===== config.mk =====
export PLATFORM = sky130hd
export DESIGN_NAME = custom_axi_result_fifo
export DESIGN_NICKNAME = d
export VERILOG_FILES = /design/src/rtl/custom_axi_result_fifo.sv
export SDC_FILE = /design/constraint.sdc
export NUM_CORES = 1
export LEC_CHECK = 0
export CAP_MARGIN = 20
export CORE_AREA = 2 2 141 109
export DETAILED_ROUTE_END_ITERATION = 10
export DIE_AREA = 0 0 143 111
export GPL_ROUTABILITY_DRIVEN = 0
export PLACE_DENSITY = 0.91
export SKIP_CTS_REPAIR_TIMING = 1
export SLEW_MARGIN = 20
export SYNTH_ARGS = -nofsm -noshare
export SYNTH_HDL_FRONTEND = slang
export SYNTH_SLANG_ARGS = --single-unit

===== constraint.sdc =====
create_clock -name clk_i -period 4.1 [get_ports clk_i]
set_input_delay 0.41 -clock clk_i [delete_from_list [all_inputs] [get_ports clk_i]]
set_output_delay 0.41 -clock clk_i [all_outputs]
set_load 0.05 [all_outputs]

===== src/rtl/custom_axi_result_fifo.sv =====
// custom_axi_result_fifo: captures completed results from custom_axi_ip, tags each
// with a sequence number, buffers them in a small FIFO and reports drop/malformed status.
module custom_axi_result_fifo #(
    parameter int unsigned DATA_WIDTH = 32,
    parameter int unsigned DEPTH      = 4
) (
    input  logic                           clk_i,
    input  logic                           rst_i,
    input  logic [DATA_WIDTH:0]            res_data_i,
    input  logic [1:0]                     res_en_i,
    input  logic                           clear_i,
    output logic [DATA_WIDTH-1:0]          m_data_o,
    output logic [7:0]                     m_seq_o,
    output logic                           m_valid_o,
    input  logic                           m_ready_i,
    output logic [$clog2(DEPTH+1)-1:0]     level_o,
    output logic                           overflow_o,
    output logic                           malformed_o,
    output logic [7:0]                     drop_cnt_o
);

    localparam int unsigned PTR_W = (DEPTH > 1) ? $clog2(DEPTH) : 1;
    localparam int unsigned LVL_W = $clog2(DEPTH + 1);
    localparam int unsigned SEQ_W = 8;
    localparam int unsigned CNT_W = 8;

    typedef struct packed {
        logic [DATA_WIDTH-1:0] data;
        logic [SEQ_W-1:0]      seq;
    } entry_t;

    entry_t             r_mem [DEPTH];
    logic [PTR_W-1:0]   r_wr_ptr;
    logic [PTR_W-1:0]   r_rd_ptr;
    logic [LVL_W-1:0]   r_level;
    logic [SEQ_W-1:0]   r_seq;
    logic               r_overflow;
    logic               r_malformed;
    logic [CNT_W-1:0]   r_drop_cnt;

    logic               w_capture;
    logic               w_malformed;
    logic               w_full;
    logic               w_pop;
    logic               w_push;
    logic               w_drop;
    logic               w_unused;

    // Event decode: capture needs enable plus done flag; full FIFO may still accept if popping.
    assign w_capture   = res_en_i[0] & res_data_i[0];
    assign w_malformed = res_en_i[0] & ~res_data_i[0];
    assign w_full      = (r_level == LVL_W'(DEPTH));
    assign w_pop       = (r_level != '0) & m_ready_i;
    assign w_push      = w_capture & (~w_full | w_pop);
    assign w_drop      = w_capture & w_full & ~w_pop;
    assign w_unused    = res_en_i[1];

    // Pointer and occupancy tracking; clear discards any same-cycle push or pop.
    always_ff @(posedge clk_i) begin
        if (rst_i || clear_i) begin
            r_wr_ptr <= '0;
            r_rd_ptr <= '0;
            r_level  <= '0;
        end else begin
            if (w_push) begin
                r_wr_ptr <= r_wr_ptr + PTR_W'(1);
            end
            if (w_pop) begin
                r_rd_ptr <= r_rd_ptr + PTR_W'(1);
            end
            case ({w_push, w_pop})
                2'b10:   r_level <= r_level + LVL_W'(1);
                2'b01:   r_level <= r_level - LVL_W'(1);
                default: r_level <= r_level;
            endcase
        end
    end

    // Entry storage: zeroed on reset so head outputs are never X; written on accepted capture.
    always_ff @(posedge clk_i) begin
        if (rst_i) begin
            for (int i = 0; i < int'(DEPTH); i++) begin
                r_mem[i] <= '0;
            end
        end else if (!clear_i && w_push) begin
            r_mem[r_wr_ptr] <= '{data: res_data_i[DATA_WIDTH:1], seq: r_seq};
        end
    end

    // Sequence tag and sticky status; seq advances on every capture, accepted or dropped.
    always_ff @(posedge clk_i) begin
        if (rst_i || clear_i) begin
            r_seq       <= '0;
            r_overflow  <= 1'b0;
            r_malformed <= 1'b0;
            r_drop_cnt  <= '0;
        end else begin
            if (w_capture) begin
                r_seq <= r_seq + SEQ_W'(1);
            end
            if (w_malformed) begin
                r_malformed <= 1'b1;
            end
            if (w_drop) begin
                r_overflow <= 1'b1;
                if (r_drop_cnt != {CNT_W{1'b1}}) begin
                    r_drop_cnt <= r_drop_cnt + CNT_W'(1);
                end
            end
        end
    end

    // Head and status outputs are straight reads of registered state.
    assign m_data_o    = r_mem[r_rd_ptr].data;
    assign m_seq_o     = r_mem[r_rd_ptr].seq;
    assign m_valid_o   = (r_level != '0);
    assign level_o     = r_level;
    assign overflow_o  = r_overflow;
    assign malformed_o = r_malformed;
    assign drop_cnt_o  = r_drop_cnt;

endmodule


==> flow_summary.rst, run 1 <==
.. list-table::
   :header-rows: 1

   * - Metric
     - Value
   * - Number of primary I/O pins
     - 93
   * - Die extent in x
     - 143 um
   * - Overall fraction of global-route tracks in use
     - between 20% and 30%
   * - Destination of the worst register-to-register timing path
     - level_o[2]
   * - Number of cells traversed by the worst register-to-register path
     - 8
   * - Sequential cell area fraction in the yosys report
     - between 60% and 70%
   * - MaxCap Viol Count
     - 0
   * - Quantity of I/O buffers inserted on ports
     - 91
   * - Clock edge transition at the registers on the reported setup and hold paths
     - 0.07 ns
   * - Post-DRT Antenna Nets
     - 0
   * - Number of nets in the layout
     - 713
   * - Site row count
     - 39
   * - Commonest non-fill, non-tap cell in the layout
     - sky130_fd_sc_hd__nor2_1
   * - Class of the most critical setup path
     - reg -> out
   * - Post-synthesis average cell area
     - approximately 14 um^2
   * - Global-route wire length before repair
     - 27,500 um
   * - Startpoint kind of the worst setup timing path
     - register
   * - Final Worst Setup Slack
     - 0.9406 ns
   * - Layout cell share with drive strength beyond 1
     - between 10% and 20%
   * - Maximum vdd ir drop
     - 0.0002988 V
   * - # setup viols final
     - 0
   * - Reg power frac
     - 52.7%
   * - Switching Share
     - about 23%
   * - Comb power frac
     - 7.8%
   * - Total power draw
     - 4.075 mW
   * - Worst-case register-to-register setup slack
     - 1.59 ns
   * - Initial DRT Pass Iterations
     - 5
   * - Detailed-route wire length per cell
     - 19.97 um
   * - Most common flop cell mapped by yosys
     - sky130_fd_sc_hd__edfxtp_1
   * - Routed Wire Length
     - 17,730 um
   * - Die extent in y
     - ~110 um
   * - Num CTS Buffers
     - 17
   * - Hold wc startpoint
     - overflow_o
   * - Power Internal
     - 3.139 mW
   * - Syn Inst Count
     - around 590
   * - Die area
     - 15,870 um^2
   * - Critical register-to-register path startpoint
     - level_o[0]
   * - Leakage Power
     - 3.174 nW
   * - Area growth, synth to finish
     - 21.59%
   * - Vias in the first global route
     - 5,206
   * - Pwr dens
     - 421.2 nW/um^2
   * - Latest clock arrival within the worst-skew pair
     - 0.43 ns
   * - Path class of the lowest-slack min-delay path
     - reg -> reg
   * - Dominant cells by area after synthesis
     - sky130_fd_sc_hd__edfxtp_1 60%, sky130_fd_sc_hd__mux4_2 11%, sky130_fd_sc_hd__nor2_1 7.9%, sky130_fd_sc_hd__dfxtp_1 6.8%, sky130_fd_sc_hd__nand2_1 2.5%
   * - Detailed Place HPWL
     - 10,290 um
   * - Data arrival, critical path
     - 2.75 ns
   * - Max transition margin
     - 26.48%
   * - Number of enable flip-flop cells after synthesis
     - 160
   * - Status
     - finished, final reports clean
   * - Number of synthesized register bits
     - 187
   * - Pre-CTS worst setup slack
     - around 1.1 ns
   * - Data required time at the worst endpoint
     - between 3 and 4 ns
   * - Vias per inst
     - 5.830
   * - Largest area contributor in the netlist
     - sky130_fd_sc_hd__edfxtp_1
   * - Worst Skew
     - around 0.012 ns
   * - Leading cell types in the layout, fill and taps excluded
     - 166 x sky130_fd_sc_hd__nor2_1, 160 x sky130_fd_sc_hd__edfxtp_1, 91 x sky130_fd_sc_hd__clkdlybuf4s50_1
   * - H-tree depth
     - 4
   * - WHS Endpoint
     - overflow_o
   * - Num Clock Sinks
     - 187
   * - Portion of synthesized cell area occupied by the leading cell type
     - 60.38%
   * - CTS tree
     - yes
   * - Share of the clock period used by the worst path after layout
     - 77.06%
   * - Post-Synthesis Net Count
     - around 630
   * - Number of antenna violations at the first check in global routing
     - 0
   * - Clock share of power
     - between 30% and 40%
   * - Timing-limited maximum frequency
     - about 320 MHz
   * - Total overflow reported by the global router
     - 0
   * - Net switching component of the power
     - 936.5 uW
   * - Fin. max-slew vios
     - 0
   * - Starting utilization of the core area
     - a little over half
   * - Floorplan Core Area
     - between 10,000 and 15,000 um^2
   * - Antenna cell count
     - 0
   * - Max FO, Critical Path
     - 40
   * - Final total negative setup slack
     - 0 ns
   * - CTS root buffer
     - sky130_fd_sc_hd__clkbuf_16
   * - Post-synthesis async set-or-reset flop share
     - 0%
   * - Number of warnings reported in the yosys synthesis log
     - 0
   * - Final Hold Vio Count
     - 0
   * - Maximum buffer depth of the clock tree
     - 2
   * - Summed instance area of the synthesized netlist
     - roughly 8000 um^2
   * - Largest net degree at the start of global routing
     - 41
   * - Unrepaired setup endpoints after global routing
     - false
   * - Min Clock Period, post-route
     - 3.159 ns
   * - Hold path depth
     - 1
   * - Via count of the routed design
     - 5,177
   * - Drc violations
     - 0
   * - Critical Path End Type
     - output port
   * - Worst Tran Pin Value
     - 1.103 ns
   * - Distinct cell type count of the synthesized netlist
     - 42
   * - Iter 0 DRT Violations
     - 519
## power groups by stage
stage          Sequential (mW)  Combinational (mW)  Clock (mW)
6_report                  2.15               0.317        1.61
5_1_grt                   2.15               0.333        1.69
4_1_cts                   2.15               0.317        1.62
3_5_place_dp              2.19               0.314           0
3_3_place_gp              2.18               0.309           0
2_1_floorplan             2.19               0.187           0
## synthesized netlist by cell type, types with 4 or more instances
library cell	count
sky130_fd_sc_hd__nor2_1	167
sky130_fd_sc_hd__mux4_2	40
sky130_fd_sc_hd__edfxtp_1	160
sky130_fd_sc_hd__nand2_1	52
sky130_fd_sc_hd__a21oi_1	9
sky130_fd_sc_hd__and2_1	8
sky130_fd_sc_hd__xor2_1	4
sky130_fd_sc_hd__or3_1	8
sky130_fd_sc_hd__clkbuf_1	19
sky130_fd_sc_hd__inv_1	10
sky130_fd_sc_hd__buf_2	15
sky130_fd_sc_hd__dfxtp_1	27
sky130_fd_sc_hd__o21ai_0	7
sky130_fd_sc_hd__nand3_1	6
sky130_fd_sc_hd__mux2i_1	6
sky130_fd_sc_hd__nand4_1	4
## logic make-up after synthesis
logic type / synth area share (%)
xor+xnor: 0.6604
fa+ha+maj: 0.7233
simple gates: 13.84
compound gates: 3.034
buf+inv: 2.500
mux: 12.08
flops: 67.17
## through the flow
step	area [um^2]	util (%)	cells	hold WS, ns
floorplan	7958	-	585	0.4660
global placement	9101	61.96	856	0.4496
detailed placement	9101	61.96	856	0.4553
CTS	9676	65.87	888	0.4716
global route	9676	65.87	888	0.4763
finish	9676	65.87	888	0.4671
## registers in the layout, summed over array words and instances, names as in the netlist, named ones only
signal / count
r_mem: 160
drop_cnt_o: 8
r_seq: 8
level_o: 3
r_rd_ptr: 2
r_wr_ptr: 2
malformed_o: 1
overflow_o: 1
## metal layers
layer	up-vias	global-route usage [%]	share of wire, %
met1	2576	30.26	38
met3	30	6.436	9.7
met2	273	37.70	50
met5	-	0	0
met4	0	8.647	2.1
li1	2298	-	-
## critical path, stage by stage, from the launching register on
cell,delay (ns)
sky130_fd_sc_hd__dfxtp_2,1.05
sky130_fd_sc_hd__mux4_2,0.43
sky130_fd_sc_hd__clkdlybuf4s50_1,0.81
## how the worst max path moves through the flow
stage / endpoint / slack [ns] / cells past startpoint
2_1_floorplan: r_mem[1][0] / 0.20 / 5
3_5_place_dp: r_mem[2][32] / 1.05 / 5
4_1_cts: m_data_o[20] / 0.94 / 2
5_1_grt: m_seq_o[6] / 0.82 / 2
6_report: m_seq_o[7] / 0.94 / 2
3_3_place_gp: r_mem[1][22] / 1.15 / 5
## layout make-up
cell class	count	area, um^2
flip-flops and latches	187	5350
fillers	966	5012
multi-input cells	352	2464
repair buffers	102	993.5
clock buffers	18	429.2
well taps	205	256.5
clock inverters	14	145.1
inverters	10	37.54
No activity file was read; power rests on OpenSTA's default activity.
==> run 2, diff against run 1 <==
--- a/config.mk
+++ b/config.mk
@@ -6,11 +6,11 @@
 export NUM_CORES = 1
 export LEC_CHECK = 0
 export CAP_MARGIN = 20
-export CORE_AREA = 2 2 141 109
+export CORE_AREA = 2 2 149 115
 export DETAILED_ROUTE_END_ITERATION = 10
-export DIE_AREA = 0 0 143 111
+export DIE_AREA = 0 0 151 117
 export GPL_ROUTABILITY_DRIVEN = 0
-export PLACE_DENSITY = 0.91
+export PLACE_DENSITY = 0.86
 export SKIP_CTS_REPAIR_TIMING = 1
 export SLEW_MARGIN = 20
 export SYNTH_ARGS = -nofsm -noshare
==> constraint.sdc (replaced) <==
create_clock -name clk_i -period 2.9 [get_ports clk_i]
set_input_delay 0.29 -clock clk_i [delete_from_list [all_inputs] [get_ports clk_i]]
set_output_delay 0.29 -clock clk_i [all_outputs]
set_load 0.05 [all_outputs]
==> flow_summary.rst, run 2 (synthesis gave the netlist of run 1 again) <==
.. list-table::
   :header-rows: 1

   * - Metric
     - Value
   * - Met3 wire len
     - 1521 um (-11%)
   * - Num Clock Sinks
     - 187 (unchanged)
   * - Largest net degree at the start of global routing
     - 41 (unchanged)
   * - Starting utilization of the core area
     - 48.78% (-5.4 points)
   * - Startpoint kind of the worst setup timing path
     - register
   * - Detailed Place HPWL
     - 10,700 um (+4.0%)
   * - Global-route wire length before repair
     - 28,490 um (+3.6%)
   * - Overall fraction of global-route tracks in use
     - 21.93% (-1.3 points)
   * - Timing-limited maximum frequency
     - 358.3 MHz
   * - Post-DRT Antenna Nets
     - 0 (unchanged)
   * - Pwr dens
     - 582.4 nW/um^2 (+38%)
   * - Leakage Power
     - 3.336 nW (+5.1%)
   * - Quantity of I/O buffers inserted on ports
     - 91 (unchanged)
   * - Length of routed met2 wiring
     - 8997 um (+1.3%)
   * - Worst Tran Pin Value
     - 0.6367 ns (-0.4660 ns)
   * - Max transition margin
     - 57.42% (+31 points)
   * - Most flops, register
     - r_mem
   * - Number of primary I/O pins
     - 93 (unchanged)
   * - CTS tree
     - yes
   * - Data arrival, critical path
     - 2.50 ns (-0.25 ns)
   * - # setup viols final
     - 0 (unchanged)
   * - Min Clock Period, post-route
     - 2.791 ns
   * - H-tree depth
     - 4 (unchanged)
   * - Comb power frac
     - 8.1% (+0.3 points)
   * - Wire length on met1
     - 7223 um (+6.7%)
   * - Vias per inst
     - 5.655 (-3.0%)
   * - Fill cells
     - 1,198 (+24%)
   * - Floorplan Core Area
     - 16,310 um^2 (+11%)
   * - Max FFs per register
     - 160 (unchanged)
   * - Switching Share
     - 23.76% (+0.78 points)
   * - Path class of the lowest-slack min-delay path
     - reg -> reg
   * - Maximum buffer depth of the clock tree
     - 2 (unchanged)
   * - MaxCap Viol Count
     - 0 (unchanged)
   * - Detailed-route wire length per cell
     - 19.82 um (-0.73%)
   * - Die extent in y
     - 117 um (+5.4%)
   * - Worst Skew
     - 0.008090 ns (-0.003728 ns)
   * - Routed Wire Length
     - 18,020 um (+1.6%)
   * - Leading cell types in the layout, fill and taps excluded
     - 166 x sky130_fd_sc_hd__nor2_1, 160 x sky130_fd_sc_hd__edfxtp_1, 83 x sky130_fd_sc_hd__clkdlybuf4s50_1
   * - Iter 0 DRT Violations
     - 473 (-8.9%)
   * - Top routing layer used
     - met5
   * - Via count of the routed design
     - 5,140 (-0.71%)
   * - Site row count
     - 41 (+5.1%)
   * - Class of the most critical setup path
     - reg -> out
   * - Final total negative setup slack
     - 0 ns (unchanged)
   * - Fin. max-slew vios
     - 0 (unchanged)
   * - Latest clock arrival within the worst-skew pair
     - 0.44 ns (about the same)
   * - Status
     - finished, final reports clean
   * - Die extent in x
     - 151 um (+5.6%)
   * - Num CTS Buffers
     - 17 (unchanged)
   * - Total overflow reported by the global router
     - 0 (unchanged)
   * - Initial DRT Pass Iterations
     - 5 (unchanged)
   * - Area growth, synth to finish
     - 23.68%
   * - Clock share of power
     - 38.9% (-0.6 points)
   * - Number of nets in the layout
     - 723 (+1.4%)
   * - Die area
     - 17,670 um^2 (+11%)
   * - Vias in the first global route
     - 5,412 (+4.0%)
   * - Max FO, Critical Path
     - 17 (-57%)
   * - Reg power frac
     - 52.9% (+0.2 points)
   * - Layout cell share with drive strength beyond 1
     - 15.73% (+1.8 points)
   * - Net switching component of the power
     - 1.362 mW (+45%)
   * - Critical Path End Type
     - output port
   * - Power Internal
     - 4.370 mW (+39%)
   * - CTS root buffer
     - sky130_fd_sc_hd__clkbuf_16
   * - Number of antenna violations at the first check in global routing
     - 3 (+3)
   * - Share of the clock period used by the worst path after layout
     - 96.25%
   * - Total power draw
     - 5.732 mW (+41%)
   * - Maximum vdd ir drop
     - 0.0004155 V (+39%)
   * - Unrepaired setup endpoints after global routing
     - false
   * - Final Hold Vio Count
     - 0 (unchanged)
   * - Commonest non-fill, non-tap cell in the layout
     - sky130_fd_sc_hd__nor2_1
   * - Drc violations
     - 0 (unchanged)
   * - Data required time at the worst endpoint
     - 2.61 ns (-1.08 ns)
   * - Clock edge transition at the registers on the reported setup and hold paths
     - 0.07 ns (about the same)
run 2: cell types whose count changed in the layout (fill, tap and decap cells not counted), sizes merged:
cell	previous run	this run
clkinv	7	3
clkinvlp	2	6
clkdlybuf4s50	91	83
inv	13	15
bufinv	2	1
dlymetal6s2s	0	8
clkbuf	18	17
buf	11	21
diode	0	1
run 2: critical path, cell delays in order, from the launching register on:
cell                              delay, ns
sky130_fd_sc_hd__dfxtp_4               0.59
sky130_fd_sc_hd__buf_12                0.21
sky130_fd_sc_hd__mux4_2                0.54
sky130_fd_sc_hd__clkdlybuf4s50_1       0.73
run 2: cell type report:
type	count	area [um^2]	share of cell area (%)
multi-input combinational	352	2464	25.03
timing repair buffer	112	1151	11.70
sequential	187	5351	54.37
tap	215	269.0	2.733
inverter	10	37.54	0.3814
clock inverter	15	141.4	1.437
clock buffer	17	425.4	4.322
antenna	1	2.502	0.02543
run 2: per-layer routing:
layer,vias up,track usage [%]
li1,2316,-
met1,2550,28.50
met2,242,36.64
met3,28,5.504
met4,4,7.601
met5,-,0
run 2: per-stage QoR:
stage	utilization, %	worst slack [ns]	hold WS (ns)	cells	instance area [um^2]
CTS	60.19	0.02145	0.4819	908	9819
global placement	56.72	0.2687	0.4498	876	9253
floorplan	-	0.06771	0.4347	585	7978
global route	60.33	0.002407	0.4866	909	9842
finish	60.33	0.1087	0.4741	909	9842
detailed placement	56.72	0.1664	0.4662	876	9253
run 2: power by group through the flow:
stage	combinational [mW]	sequential [mW]	clock, mW
2_1_floorplan	0.266	3.09	0
3_3_place_gp	0.457	3.08	0
3_5_place_dp	0.464	3.09	0
4_1_cts	0.467	3.03	2.25
5_1_grt	0.490	3.04	2.36
6_report	0.465	3.03	2.23
run 2: worst paths after layout:
path,from,endpoint,slack [ns],depth (start not counted)
worst max-delay path,register,m_data_o[25],0.11,3
worst min-delay path,overflow_o,overflow_o,0.47,1
worst max register to register,level_o[0],level_o[2],0.53,8
worst min register to register,overflow_o,overflow_o,0.47,1
